## src/rtl/spi_flash_pkg.sv

```systemverilog
// ---------------------------------------------------------------------------
// spi_flash_pkg
// Shared definitions for the W25Q16 command sequencers.
//   - Flash opcodes sent through the single-byte SPI write engine.
//   - One-hot state encoding of the chip-erase sequencer FSM.
// ---------------------------------------------------------------------------
package spi_flash_pkg;

  localparam logic [7:0] CMD_WREN = 8'h06;  // Write Enable
  localparam logic [7:0] CMD_CE   = 8'hC7;  // Chip Erase
  localparam logic [7:0] CMD_RDSR = 8'h05;  // Read Status Register (reserved)

  typedef enum logic [8:0] {
    IDLE     = 9'b0_0000_0001,
    WREN_ST  = 9'b0_0000_0010,
    WREN_WT  = 9'b0_0000_0100,
    GAP      = 9'b0_0000_1000,
    CE_ST    = 9'b0_0001_0000,
    CE_WT    = 9'b0_0010_0000,
    ERASE_WT = 9'b0_0100_0000,
    FIN      = 9'b0_1000_0000,
    ERR      = 9'b1_0000_0000
  } seq_state_e;

  // Opcodes that modify the array must be preceded by a Write Enable frame.
  function automatic logic cmd_needs_wren(input logic [7:0] cmd);
    return (cmd != CMD_RDSR) && (cmd != CMD_WREN);
  endfunction

endpackage

```

## src/rtl/spi_erase_seq_if.sv

```systemverilog
// ---------------------------------------------------------------------------
// spi_erase_seq_if
// Bundles the requester handshake and the byte-engine handshake of the
// chip-erase sequencer.
//   erase_req  : requester -> sequencer, one-cycle request pulse
//   busy       : sequencer -> requester, sequence in progress
//   erase_done : sequencer -> requester, one-cycle completion pulse
//   erase_err  : sequencer -> requester, one-cycle engine-timeout pulse
//   spi_start  : sequencer -> engine, one-cycle byte start pulse
//   spi_wrdata : sequencer -> engine, byte to shift out
//   spi_done   : engine -> sequencer, byte done level (idles high)
// Modport slave is the sequencer side; master is the requester/engine side.
// ---------------------------------------------------------------------------
interface spi_erase_seq_if;

  logic       erase_req;
  logic       busy;
  logic       erase_done;
  logic       erase_err;
  logic       spi_start;
  logic [7:0] spi_wrdata;
  logic       spi_done;

  modport slave (
    input  erase_req, spi_done,
    output busy, erase_done, erase_err, spi_start, spi_wrdata
  );

  modport master (
    output erase_req, spi_done,
    input  busy, erase_done, erase_err, spi_start, spi_wrdata
  );

endinterface

```

## src/rtl/spi_timer.sv

```systemverilog
// ---------------------------------------------------------------------------
// spi_timer
// Loadable down-counter. Loading value N-1 and enabling it every cycle makes
// o_expired true on the N-th enabled cycle after the load. The count parks at
// zero, so it never wraps.
//   i_clk      : clock
//   i_rst      : synchronous active-high reset, count -> 0
//   i_load     : load i_load_val (has priority over counting)
//   i_load_val : value to load
//   i_en       : decrement while non-zero
//   o_expired  : count is zero
// ---------------------------------------------------------------------------
module spi_timer #(
  parameter int unsigned WIDTH = 8
) (
  input  logic             i_clk,
  input  logic             i_rst,
  input  logic             i_load,
  input  logic [WIDTH-1:0] i_load_val,
  input  logic             i_en,
  output logic             o_expired
);

  logic [WIDTH-1:0] r_cnt;

  // NOTE: sequential state uses non-blocking assignments so every register
  // samples pre-edge values, independent of block evaluation order.
  always_ff @(posedge i_clk) begin
    if (i_rst) begin
      r_cnt <= '0;
    end else if (i_load) begin
      r_cnt <= i_load_val;
    end else if (i_en && (r_cnt != '0)) begin
      r_cnt <= r_cnt - WIDTH'(1);
    end
  end

  assign o_expired = (r_cnt == '0);

endmodule

```

## src/rtl/spi_erase_seq.sv

```systemverilog
// ---------------------------------------------------------------------------
// spi_erase_seq
// W25Q16 chip-erase sequencer: on a request it sends WREN (06h) through the
// byte engine, idles GAP_CYC cycles with CS high, sends CE (C7h), then waits
// ERASE_CYC cycles before pulsing erase_done. If the engine does not answer
// within TMO_CYC cycles of a start, erase_err pulses instead.
//   i_clk  : clock
//   i_rst  : synchronous active-high reset
//   if_bus : slave side of spi_erase_seq_if (request + engine handshakes)
// All interface outputs come straight from registers.
// ---------------------------------------------------------------------------
module spi_erase_seq
  import spi_flash_pkg::*;
#(
  parameter logic [7:0]  GAP_CYC   = 8'd8,
  parameter logic [31:0] ERASE_CYC = 32'd1_250_000_000,
  parameter logic [15:0] TMO_CYC   = 16'd64
) (
  input  logic           i_clk,
  input  logic           i_rst,
  spi_erase_seq_if.slave if_bus
);

  seq_state_e r_state;
  logic       r_busy;
  logic       r_erase_done;
  logic       r_erase_err;
  logic       r_spi_start;
  logic [7:0] r_spi_wrdata;
  logic       r_spi_done_q;

  logic w_done_acc;
  logic w_in_wt;
  logic w_gap_load, w_gap_exp;
  logic w_erase_load, w_erase_exp;
  logic w_tmo_load, w_tmo_exp;

  // The engine's done idles high, so only a low->high transition seen while
  // waiting on a byte counts. The history register resets high so a level
  // present straight out of reset never looks like an edge.
  assign w_in_wt    = (r_state == WREN_WT) || (r_state == CE_WT);
  assign w_done_acc = w_in_wt && if_bus.spi_done && !r_spi_done_q;

  assign w_gap_load   = (r_state == WREN_WT) && w_done_acc;
  assign w_erase_load = (r_state == CE_WT) && w_done_acc;
  assign w_tmo_load   = (r_state == WREN_ST) || (r_state == CE_ST);

  spi_timer #(.WIDTH(8)) u_gap_tmr (
    .i_clk      (i_clk),
    .i_rst      (i_rst),
    .i_load     (w_gap_load),
    .i_load_val (GAP_CYC - 8'd1),
    .i_en       (r_state == GAP),
    .o_expired  (w_gap_exp)
  );

  spi_timer #(.WIDTH(32)) u_erase_tmr (
    .i_clk      (i_clk),
    .i_rst      (i_rst),
    .i_load     (w_erase_load),
    .i_load_val (ERASE_CYC - 32'd1),
    .i_en       (r_state == ERASE_WT),
    .o_expired  (w_erase_exp)
  );

  spi_timer #(.WIDTH(16)) u_tmo_tmr (
    .i_clk      (i_clk),
    .i_rst      (i_rst),
    .i_load     (w_tmo_load),
    .i_load_val (TMO_CYC - 16'd1),
    .i_en       (w_in_wt),
    .o_expired  (w_tmo_exp)
  );

  // Outputs are registered together with the state transition, so each
  // output is valid during the cycle the FSM spends in the matching state.
  always_ff @(posedge i_clk) begin
    if (i_rst) begin
      r_state      <= IDLE;
      r_busy       <= 1'b0;
      r_erase_done <= 1'b0;
      r_erase_err  <= 1'b0;
      r_spi_start  <= 1'b0;
      r_spi_wrdata <= 8'h00;
      r_spi_done_q <= 1'b1;
    end else begin
      r_spi_done_q <= if_bus.spi_done;
      r_spi_start  <= 1'b0;
      r_erase_done <= 1'b0;
      r_erase_err  <= 1'b0;

      case (r_state)
        IDLE: begin
          if (if_bus.erase_req) begin
            r_state      <= WREN_ST;
            r_busy       <= 1'b1;
            r_spi_start  <= 1'b1;
            r_spi_wrdata <= CMD_WREN;
          end
        end
        WREN_ST: r_state <= WREN_WT;
        WREN_WT: begin
          // Done takes priority over a timeout landing in the same cycle.
          if (w_done_acc) begin
            r_state <= GAP;
          end else if (w_tmo_exp) begin
            r_state     <= ERR;
            r_erase_err <= 1'b1;
          end
        end
        GAP: begin
          if (w_gap_exp) begin
            r_state      <= CE_ST;
            r_spi_start  <= 1'b1;
            r_spi_wrdata <= CMD_CE;
          end
        end
        CE_ST: r_state <= CE_WT;
        CE_WT: begin
          if (w_done_acc) begin
            r_state <= ERASE_WT;
          end else if (w_tmo_exp) begin
            r_state     <= ERR;
            r_erase_err <= 1'b1;
          end
        end
        ERASE_WT: begin
          if (w_erase_exp) begin
            r_state      <= FIN;
            r_erase_done <= 1'b1;
          end
        end
        FIN, ERR: begin
          r_state      <= IDLE;
          r_busy       <= 1'b0;
          r_spi_wrdata <= 8'h00;
        end
        default: begin
          r_state      <= IDLE;
          r_busy       <= 1'b0;
          r_spi_wrdata <= 8'h00;
        end
      endcase
    end
  end

  assign if_bus.busy       = r_busy;
  assign if_bus.erase_done = r_erase_done;
  assign if_bus.erase_err  = r_erase_err;
  assign if_bus.spi_start  = r_spi_start;
  assign if_bus.spi_wrdata = r_spi_wrdata;

endmodule

```

## src/flat_wrapper.sv

```systemverilog
// flat-port wrapper written by rule: the top's interface ports become plain ports
module spi_erase_seq_flat import spi_flash_pkg::*;
#(
  parameter logic [7:0]  GAP_CYC   = 8'd8,
  parameter logic [31:0] ERASE_CYC = 32'd1_250_000_000,
  parameter logic [15:0] TMO_CYC   = 16'd64
)
  (i_clk, i_rst, if_bus_erase_req, if_bus_spi_done, if_bus_busy, if_bus_erase_done, if_bus_erase_err, if_bus_spi_start, if_bus_spi_wrdata);
  spi_erase_seq_if if_bus_i ();
  input  logic i_clk;
  input  logic i_rst;
  input wire logic [$bits(if_bus_i.erase_req)-1:0] if_bus_erase_req;
  input wire logic [$bits(if_bus_i.spi_done)-1:0] if_bus_spi_done;
  output wire logic [$bits(if_bus_i.busy)-1:0] if_bus_busy;
  output wire logic [$bits(if_bus_i.erase_done)-1:0] if_bus_erase_done;
  output wire logic [$bits(if_bus_i.erase_err)-1:0] if_bus_erase_err;
  output wire logic [$bits(if_bus_i.spi_start)-1:0] if_bus_spi_start;
  output wire logic [$bits(if_bus_i.spi_wrdata)-1:0] if_bus_spi_wrdata;
  assign if_bus_i.erase_req = if_bus_erase_req;
  assign if_bus_i.spi_done = if_bus_spi_done;
  assign if_bus_busy = if_bus_i.busy;
  assign if_bus_erase_done = if_bus_i.erase_done;
  assign if_bus_erase_err = if_bus_i.erase_err;
  assign if_bus_spi_start = if_bus_i.spi_start;
  assign if_bus_spi_wrdata = if_bus_i.spi_wrdata;
  spi_erase_seq #(.GAP_CYC(GAP_CYC), .ERASE_CYC(ERASE_CYC), .TMO_CYC(TMO_CYC)) u_core (.i_clk(i_clk), .i_rst(i_rst), .if_bus(if_bus_i));
endmodule
```

## config.mk

```make
export PLATFORM = sky130hd
export DESIGN_NAME = spi_erase_seq_flat
export DESIGN_NICKNAME = d
export VERILOG_FILES = /design/src/rtl/spi_flash_pkg.sv /design/src/rtl/spi_erase_seq_if.sv /design/src/rtl/spi_timer.sv /design/src/rtl/spi_erase_seq.sv /design/src/flat_wrapper.sv
export SDC_FILE = /design/constraint.sdc
export NUM_CORES = 1
export LEC_CHECK = 0
export ABC_AREA = 1
export ABC_CLOCK_PERIOD_IN_PS = 1700
export BUFFER_PORTS_ARGS = -buffer_cell sky130_fd_sc_hd__buf_4
export CAP_MARGIN = 40
export CORE_MARGIN = 4
export CORE_UTILIZATION = 58
export CTS_CLUSTER_DIAMETER = 120
export CTS_CLUSTER_SIZE = 8
export DETAILED_ROUTE_END_ITERATION = 10
export GPL_TIMING_DRIVEN = 0
export PLACE_DENSITY = 0.81
export SETUP_SLACK_MARGIN = 0.15
export SLEW_MARGIN = 10
export SYNTH_ARGS = -nofsm -noshare
export SYNTH_HDL_FRONTEND = slang
export SYNTH_SLANG_ARGS = --single-unit
```

## constraint.sdc

```tcl
create_clock -name i_clk -period 1.7 [get_ports i_clk]
set_input_delay 0.17 -clock i_clk [delete_from_list [all_inputs] [get_ports i_clk]]
set_output_delay 0.17 -clock i_clk [all_outputs]
set_load 0.005 [all_outputs]
```

==> flow_summary.ini, run 1 <==
[cells_and_area]
regArea_mm2 = 0.00152
drive_above_1_share = 0.396
multiInputGateArea_mm2 = 0.00337
fillerInstances = 392
fin_nets = 821
synthToLayoutAreaGrowth_pct = 39.0
num_antenna_cells = 0
instances_no_fill = 915

[detailed_routing]
drt_iter0_drc = 568
vias_per_cell = 5.93
routedWlPerCell_um = 17.8
drtPass1Iterations = 7
route.detailed.drc = 0
routed_wl_mm = 16.2
vias = 5429
ant_nets = 0

[power_and_ir_drop]
p_leak_uw = 0.00310
power_density_mw_per_mm2 = 755
p_total_uw = 4760
ir_drop_mv = 0.899

[clocking]
numCtsBuffers = 9
cts.sinks = 72
h-tree-depth = 3
cts_tree = done
clk_latency_ns = 0.38
clkTransAtPathRegs_ns = 0.10
cts.path.max_buffers = 2
root_buffer = clkbuf_8

[logic_synthesis]
synth_most_common_cell = nand2_1
syn_inst = 729
synth_area_leader_cell = dfxtp_1
syn_area_per_cell_um2 = 6.22
ys_seq_elements = 72
synth_edf_count = 0
synthArstFlopShare = 0
ys.flop_type = dfxtp_1
synth_warnings = 0
yosys-top-cells-count = nand2_1 (209), nor2_1 (124), inv_1 (85), dfxtp_1 (72), nand3_1 (57)
ys_types = 32
synth_top_area_frac = 0.318
syn_area_mm2 = 0.00454
yosysSeqAreaShare = 0.318
yosys-top-cells-area = dfxtp_1 (32%), nand2_1 (17%), nor2_1 (10%), inv_1 (7.0%), nand3_1 (6.3%)

[hold_path]
hold_class = in2reg
hold_path_depth = 3
worstHoldStart = if_bus_erase_req
min_delay_worst_endpoint = u_core.if_bus.spi_start

[sta]
finalHoldViolCount = 0
relSlewSlack = 0.548
rsz0062_at_grt = yes
fmax_mhz = 570
whs_ns = 0.0509
period_share = 1.03
worst_pin_slew_ns = 0.678
slew_viol_final = 0
setup_viol = 16
tns_ns = -0.246
worst_clock_skew_ns = 0.0140
period_needed_ns = 1.76
setup_ws_ns = -0.0553

[floorplan]
dieArea_mm2 = 0.00930
core_area_mm2 = 0.00741
core.rowCount = 31
num_io_pins = 16
start_util = 0.612
chipHeight_um = 96.4
die_w_um = 96.4

[grt]
grt_usage = 0.294
grt_pass1_wl_mm = 21.2
grt_max_degree = 17
grt_remaining_overflow = 0
antenna_found_initial = 0
grt_pass1_vias = 4718

[status]
status = complete, but fails checks
violations = negative setup slack

[worst_setup_path]
worstSetupPathType = reg2reg
crit_arrival_ns = 2.05
r2r_end = u_core.u_erase_tmr.r_cnt[4]
rr_startpoint = u_core.u_erase_tmr.r_cnt[1]
start_kind = flop
endpoint_kind = flop
critPathMaxFanout = 6
r2r_slack_ns = -0.06
reg2reg_depth = 10
worstPathRequired_ns = 1.99

[placed_design]
place.gp.congestion = 0.982
io_buffers = 12
dp_slack_ns = -0.188
placedCellCount = 842
post-dp-hpwl_mm = 8.49

[run]
cap_violations = 0
## cells in the final DEF (no fill, tap or decap), types with 25 or more instances in the layout
| cell | netlist | routed |
|---|---|---|
| a21oi_1 | 47 | 25 |
| dfxtp_2 | 0 | 29 |
| dfxtp_1 | 72 | 32 |
| nand2_1 | 209 | 158 |
| nand3_1 | 57 | 43 |
| inv_1 | 85 | 73 |
| nand2_2 | 6 | 38 |
| nor2_4 | 3 | 31 |
| buf_4 | 8 | 63 |
| nor2_1 | 124 | 78 |
## metrics by stage
stage / instance area, um2 / util
floorplan: 4550 / -
global placement: 4760 / 0.642
detailed placement: 4760 / 0.642
CTS: 5530 / 0.746
global route: 6300 / 0.851
finish: 6300 / 0.851
## routing by layer
layer | global-route usage | up-vias | wire length (um)
met1 | 0.348 | 2482 | 5810
met5 | 0 | - | 0
li1 | - | 2446 | -
met2 | 0.508 | 380 | 7860
met3 | 0.0558 | 121 | 1410
met4 | 0.144 | 0 | 1170
## critical path, stage by stage (launching register included)
cell and delay, ns:
dfxtp_4 0.37, inv_4 0.09, ha_4 0.17, nand2_4 0.05, nor2_4 0.14, nand2_4 0.08, o21ai_4 0.23, buf_8 0.19
buf_8 0.14, nand3_2 0.07, a21oi_2 0.15
## area by class of cell
type	count	share of cell area
clock buffers	9	0.0197
inverters	88	0.0546
flip-flops and latches	72	0.241
multi-input cells	552	0.535
repair buffers	68	0.0913
well taps	99	0.0197
clock inverters	7	0.0105
plain buffers	20	0.0282
## sequential cells by signal, summed over array words and instances, names as in the netlist
register	flops
u_core.if_bus.spi_wrdata	2
u_core.if_bus.erase_done	1
u_core.if_bus.spi_start	1
u_core.u_erase_tmr.r_cnt	32
u_core.if_bus.busy	1
u_core.r_spi_done_q	1
u_core.u_tmo_tmr.r_cnt	16
u_core.if_bus.erase_err	1
u_core.r_state	9
u_core.u_gap_tmr.r_cnt	8
## cell families (layout without fill, tap and decap cells)
group           Yosys count  count (layout)  synth area share
simple gates            438             439             0.411
buf+inv                 108             192             0.106
flops                    72              72             0.318
compound gates           69              69            0.0797
xor+xnor                 35              35            0.0676
fa+ha+maj                 6               6            0.0166
other cells               1               3          0.000827
## worst max-delay path by stage
stage,from,to,slack [ns],cells past startpoint
finish,u_core.u_erase_tmr.r_cnt[1],u_core.u_erase_tmr.r_cnt[4],-0.06,10
global route,u_core.u_erase_tmr.r_cnt[1],u_core.u_erase_tmr.r_cnt[3],-0.14,10
CTS,u_core.u_erase_tmr.r_cnt[7],u_core.u_erase_tmr.r_cnt[28],0.09,9
detailed placement,u_core.u_erase_tmr.r_cnt[0],u_core.u_erase_tmr.r_cnt[30],-0.19,10
global placement,u_core.u_erase_tmr.r_cnt[0],u_core.u_erase_tmr.r_cnt[30],-0.11,10
floorplan,u_core.u_erase_tmr.r_cnt[0],u_core.u_erase_tmr.r_cnt[13],0.15,10
## where the power goes
part	leakage (uW)	switching (uW)	internal (uW)
registers	0.000605	96.1	1760
logic	0.00240	907	626
clock network	0.0000991	792	573
## repair_timing
action,in CTS,in global routing
hold endpoints to repair,1,0
hold buffers,1,0
resized for setup,107,186
endpoints found under the setup margin,59,70
pin swaps,40,54
setup buffers,30,18
gates cloned,5,3
No activity file was read; power rests on OpenSTA's default activity.
==> run 2, diff against run 1 <==
Settings changed: ABC_CLOCK_PERIOD_IN_PS 1700 to 1800, CELL_PAD_IN_SITES_DETAIL_PLACEMENT from default to 0, CELL_PAD_IN_SITES_GLOBAL_PLACEMENT from default to 1, CORE_UTILIZATION 58 to 44, PLACE_DENSITY 0.81 to 0.86.
Clock period 1.7 ns to 1.8 ns, I/O delays scaled along.
==> flow_summary.ini, run 2 (synthesis results as in run 1) <==
[floorplan]
core.rowCount = 36
dieArea_mm2 = 0.0120
die_w_um = 110
core_area_mm2 = 0.00991
num_io_pins = 16
start_util = 0.458
chipHeight_um = 110

[worst_setup_path]
critPathMaxFanout = 6
endpoint_kind = flop
reg2reg_depth = 10
cpMaxStageDelayCell = dfxtp_2
worstPathCellList = nor2_2 -> nand2_2 -> nor2_4 -> nand2_2 -> o21ai_4 -> buf_12 -> buf_8 -> o21ai_1 -> nor2_1 -> nor2_1
r2r_slack_ns = 0.16
cpPeakStageDelay_ns = 0.36
r2r_end = u_core.u_erase_tmr.r_cnt[13]
worstPathRequired_ns = 2.03
worstSetupPathType = reg2reg
crit_arrival_ns = 1.87
start_kind = flop
critPathLaunch = u_core.u_erase_tmr.r_cnt[25]
rr_startpoint = u_core.u_erase_tmr.r_cnt[25]

[detailed_routing]
vias_per_cell = 5.00
top_layer = met4
wl_met3_um = 469
vias = 4568
drtPass1Iterations = 5
drt_iter0_drc = 250
routedWlPerCell_um = 13.1
routed_wl_mm = 12.0
ant_nets = 0
wl_met1_mm = 5.50
route.detailed.drc = 0
met2_length_mm = 5.81

[clocking]
cts_tree = done
cts.sinks = 72
root_buffer = clkbuf_8
clk_latency_ns = 0.36
clkTransAtPathRegs_ns = 0.08
numCtsBuffers = 9
hold_buffers = 0
cts.path.max_buffers = 2
h-tree-depth = 3

[power_and_ir_drop]
power_density_mw_per_mm2 = 739
p_total_uw = 4090
p_leak_uw = 0.00280
ir_drop_mv = 0.583

[sta]
slew_viol_final = 0
period_needed_ns = 1.64
whs_ns = 0.0360
fmax_mhz = 610
worst_clock_skew_ns = 0.00752
period_share = 0.910
setup_viol = 0
rsz0062_at_grt = yes
finalHoldViolCount = 0
relSlewSlack = 0.605
worst_pin_slew_ns = 0.593

[grt]
grt_usage = 0.206
grt_pass1_wl_mm = 19.5
antenna_found_initial = 0
grt_max_degree = 12
grt_pass1_vias = 4233
grt_remaining_overflow = 0

[placed_design]
place.gp.congestion = 0.936
post-dp-hpwl_mm = 8.69
io_buffers = 12

[cells_and_area]
num_antenna_cells = 0
synthToLayoutAreaGrowth_pct = 21.9
largest_reg_flops = 32
regMostFlops = u_core.u_erase_tmr.r_cnt
layout_common_cells = nand2_1 (195), nor2_1 (92), inv_1 (79), nand3_1 (54), dfxtp_1 (47)
drive_above_1_share = 0.228
final_common_cell = nand2_1
fin_nets = 786
top_regs = u_core.u_erase_tmr.r_cnt (32), u_core.u_tmo_tmr.r_cnt (16), u_core.r_state (9)

[hold_path]
worstHoldStart = if_bus_spi_done
min_delay_worst_endpoint = u_core.r_spi_done_q
hold_path_depth = 3
hold_class = in2reg

[status]
status = completed

[run]
cap_violations = 0
## run 2: changes by cell type in the layout (fill, tap and decap cells not counted), sizes merged
cell	change
buf	-32
clkbuf	+3
clkinv	+2
dlygate4sd3	-1
inv	-6
nor2	-1
## run 2: what timing repair did
item,CTS,global route
pin swaps,10,21
resized for setup,41,91
cloned,1,0
endpoints found under the setup margin,49,62
buffers inserted,12,9
## run 2: layout make-up
class | count | area [um2]
timing repair buffer | 34 | 278
inverter | 88 | 337
tap | 133 | 166
clock buffer | 13 | 169
fill | 1006 | 4380
clock inverter | 3 | 15.0
multi-input combinational | 551 | 2910
buffer | 20 | 178
sequential | 72 | 1480
## run 2: metrics by stage
| stage | cell area (um2) | std cells | setup WS [ns] | setup TNS [ns] | util |
|---|---|---|---|---|---|
| after global placement | 4800 | 876 | -0.0742 | -0.297 | 0.484 |
| after global routing | 5530 | 914 | 0.0937 | 0 | 0.558 |
| after detailed placement | 4800 | 876 | -0.102 | -0.424 | 0.484 |
| after floorplan | 4540 | 731 | 0.228 | 0 | - |
| after CTS | 5210 | 905 | 0.154 | 0 | 0.526 |
| final | 5530 | 914 | 0.161 | 0 | 0.558 |
## run 2: critical path: cells and delay by family, from the launching register on
family	cells	cell delay, ns
flops	1	0.36
compound gates	2	0.23
simple gates	6	0.66
buf+inv	2	0.27
## run 2: worst max-delay path by stage
stage                                         to  slack (ns)  cells past startpoint
floorplan           u_core.u_erase_tmr.r_cnt[13]        0.23                     10
global placement    u_core.u_erase_tmr.r_cnt[30]       -0.07                     10
detailed placement  u_core.u_erase_tmr.r_cnt[24]       -0.10                      9
CTS                 u_core.u_erase_tmr.r_cnt[16]        0.15                     10
global route        u_core.u_erase_tmr.r_cnt[13]        0.09                     10
finish              u_core.u_erase_tmr.r_cnt[13]        0.16                     10
## run 2: metal layers
layer | vias to the layer above | global-route usage
met5 | - | 0
met4 | 0 | 0.0846
met3 | 19 | 0.0270
li1 | 2373 | -
met2 | 92 | 0.346
met1 | 2084 | 0.267
## run 2: report_power, final
group          switching [uW]  leakage (uW)  internal, uW
combinational             643       0.00211           464
clock                     630     0.0000992           608
sequential               73.7      0.000595          1670
total                    1350       0.00280          2740
==> run 3, diff against run 2 <==
--- a/config.mk
+++ b/config.mk
@@ -6,5 +6,4 @@
 export NUM_CORES = 1
 export LEC_CHECK = 0
-export ABC_AREA = 1
 export ABC_CLOCK_PERIOD_IN_PS = 1800
 export BUFFER_PORTS_ARGS = -buffer_cell sky130_fd_sc_hd__buf_4
@@ -13,5 +12,6 @@
 export CELL_PAD_IN_SITES_GLOBAL_PLACEMENT = 1
 export CORE_MARGIN = 4
-export CORE_UTILIZATION = 44
+export CORE_UTILIZATION = 47
+export CTS_BUF_LIST = sky130_fd_sc_hd__clkbuf_8 sky130_fd_sc_hd__clkbuf_16
 export CTS_CLUSTER_DIAMETER = 120
 export CTS_CLUSTER_SIZE = 8
==> constraint.sdc (replaced) <==
create_clock -name i_clk -period 1.8 [get_ports i_clk]
set_input_delay 0.27 -clock i_clk [delete_from_list [all_inputs] [get_ports i_clk]]
set_output_delay 0.27 -clock i_clk [all_outputs]
set_load 0.005 [all_outputs]
==> flow_summary.ini, run 3 <==
[power_and_ir_drop]
power_density_mw_per_mm2 = 632
p_total_uw = 3730
p_leak_uw = 0.00221
ir_drop_mv = 0.381

[clocking]
cts.sinks = 72
cts.path.max_buffers = 2
numCtsBuffers = 9
clkTransAtPathRegs_ns = 0.08
clk_latency_ns = 0.36
root_buffer = clkbuf_8
hold_buffers = 0
cts_tree = done
h-tree-depth = 3

[sta]
fmax_mhz = 435
tns_ns = -20.25
period_share = 1.28
rsz0062_at_grt = yes
period_needed_ns = 2.30
finalHoldViolCount = 0
worst_pin_slew_ns = 0.673
relSlewSlack = 0.551
slew_viol_final = 0
worst_clock_skew_ns = 0.00769
setup_viol = 69
setup_ws_ns = -0.501

[status]
status = complete, but fails checks
violations = negative setup slack

[run]
cap_violations = 0

[worst_setup_path]
crit_arrival_ns = 2.60
r2r_slack_ns = -0.50
worstSetupPathType = reg2reg
endpoint_kind = flop
start_kind = flop
critPathMaxFanout = 7
worstPathRequired_ns = 2.10

[grt]
grt_remaining_overflow = 0
grt_usage = 0.240
grt_pass1_wl_mm = 19.1
grt_pass1_vias = 3839
antenna_found_initial = 0
grt_max_degree = 12

[placed_design]
place.gp.congestion = 0.857
io_buffers = 12
place_area_mm2 = 0.00431
post-dp-hpwl_mm = 7.07
placedCellCount = 577

[cells_and_area]
instances_no_fill = 652
top_regs = u_core.u_erase_tmr.r_cnt (32), u_core.u_tmo_tmr.r_cnt (16), u_core.r_state (9)
synthToLayoutAreaGrowth_pct = 53.9
regMostFlops = u_core.u_erase_tmr.r_cnt
fin_area_mm2 = 0.00589
finish.utilization = 0.755
num_antenna_cells = 0
final_common_cell = dfxtp_1
drive_above_1_share = 0.436
largest_reg_flops = 32
fin_nets = 556
layout_common_cells = dfxtp_1 (63), buf_4 (48), nor2_1 (30), nand2_1 (25), buf_6 (25)

[logic_synthesis]
yosysSeqAreaShare = 0.376
ys.flop_type = dfxtp_1
synth_top_area_frac = 0.376
yosys-top-cells-count = dfxtp_1 (72), nor2_1 (36), nand2_1 (31), a21oi_1 (30), or4_1 (24)
synth_edf_count = 0
ys_seq_elements = 72
syn_inst = 461
syn_area_per_cell_um2 = 8.31
ys_types = 56
synth_area_leader_cell = dfxtp_1
synth_most_common_cell = dfxtp_1
yosys-top-cells-area = dfxtp_1 (38%), or4_1 (4.7%), a21oi_1 (3.9%), o31ai_1 (3.9%), or3_1 (3.8%)
synth_warnings = 0
synthArstFlopShare = 0
syn_area_mm2 = 0.00383

[detailed_routing]
drtPass1Iterations = 5
routedWlPerCell_um = 19.5
ant_nets = 0
drt_iter0_drc = 197
vias_per_cell = 6.36
vias = 4145
routed_wl_mm = 12.7
route.detailed.drc = 0

[floorplan]
die_w_um = 98.3
start_util = 0.491
num_io_pins = 16
chipHeight_um = 98.3
core_area_mm2 = 0.00781
dieArea_mm2 = 0.00966
core.rowCount = 32

[hold_path]
hold_class = in2reg
run 3: where the power goes:
| part | switching, uW | internal, uW |
|---|---|---|
| Clock | 650 | 619 |
| Combinational | 438 | 331 |
| Sequential | 48.2 | 1640 |
| Total | 1140 | 2590 |
run 3: critical path, stage by stage (launching register included):
cell and delay [ns]:
dfxtp_4 0.37, or4_4 0.49, or2_4 0.26, or4_4 0.43, buf_8 0.16, or4_4 0.41, a21oi_2 0.13
run 3: layout make-up:
| type | instances | area, um2 |
|---|---|---|
| Timing Repair Buffer | 71 | 714 |
| Inverter | 10 | 37.5 |
| Sequential cell | 72 | 1460 |
| Clock buffer | 9 | 124 |
| Fill cell | 524 | 1910 |
| Multi-Input combinational cell | 354 | 3070 |
| Clock inverter | 6 | 55.1 |
| Buffer | 28 | 302 |
| Tap cell | 102 | 128 |
run 3: cell families after synthesis:
logic type | synth area share
buffers and inverters | 0.0444
other | 0.000979
xor gates and xnor gates | 0.0343
AOI/OAI and AO/OA | 0.170
and+or+nand+nor | 0.346
muxes | 0.00784
DFF | 0.376
adders and majority gates | 0.0196
run 3: repair_timing:
item / CTS / global route
pin swaps: 42 / 66
setup endpoints to repair: 71 / 71
buffers inserted: 34 / 20
gates resized for setup: 81 / 110
cloned: 1 / 5
run 3: stage by stage:
step                setup WS [ns]  hold slack, ns
CTS                        -0.498           0.121
global placement           -0.711           0.451
global route               -0.541           0.141
finish                     -0.501           0.137
floorplan                  -0.411           0.377
detailed placement         -0.834           0.464
run 3: path summary, 6_finish.rpt:
path / start / cells past startpoint / endpoint
worst min register to register: u_core.if_bus.spi_wrdata[2] / 2 / u_core.if_bus.spi_wrdata[2]
worst min-delay path: if_bus_spi_done / 2 / u_core.r_spi_done_q
worst max-delay path: u_core.u_erase_tmr.r_cnt[3] / 6 / u_core.u_erase_tmr.r_cnt[18]
worst max register to register: u_core.u_erase_tmr.r_cnt[3] / 6 / u_core.u_erase_tmr.r_cnt[18]
run 3: per-layer routing:
| layer | wire length [um] | GRT usage | up-vias | part of all wire |
|---|---|---|---|---|
| li1 | - | - | 1940 | - |
| met1 | 5480 | 0.306 | 2042 | 0.43 |
| met2 | 6350 | 0.410 | 131 | 0.50 |
| met3 | 607 | 0.0436 | 32 | 0.048 |
| met4 | 287 | 0.0809 | 0 | 0.023 |
| met5 | 0 | 0 | - | 0 |
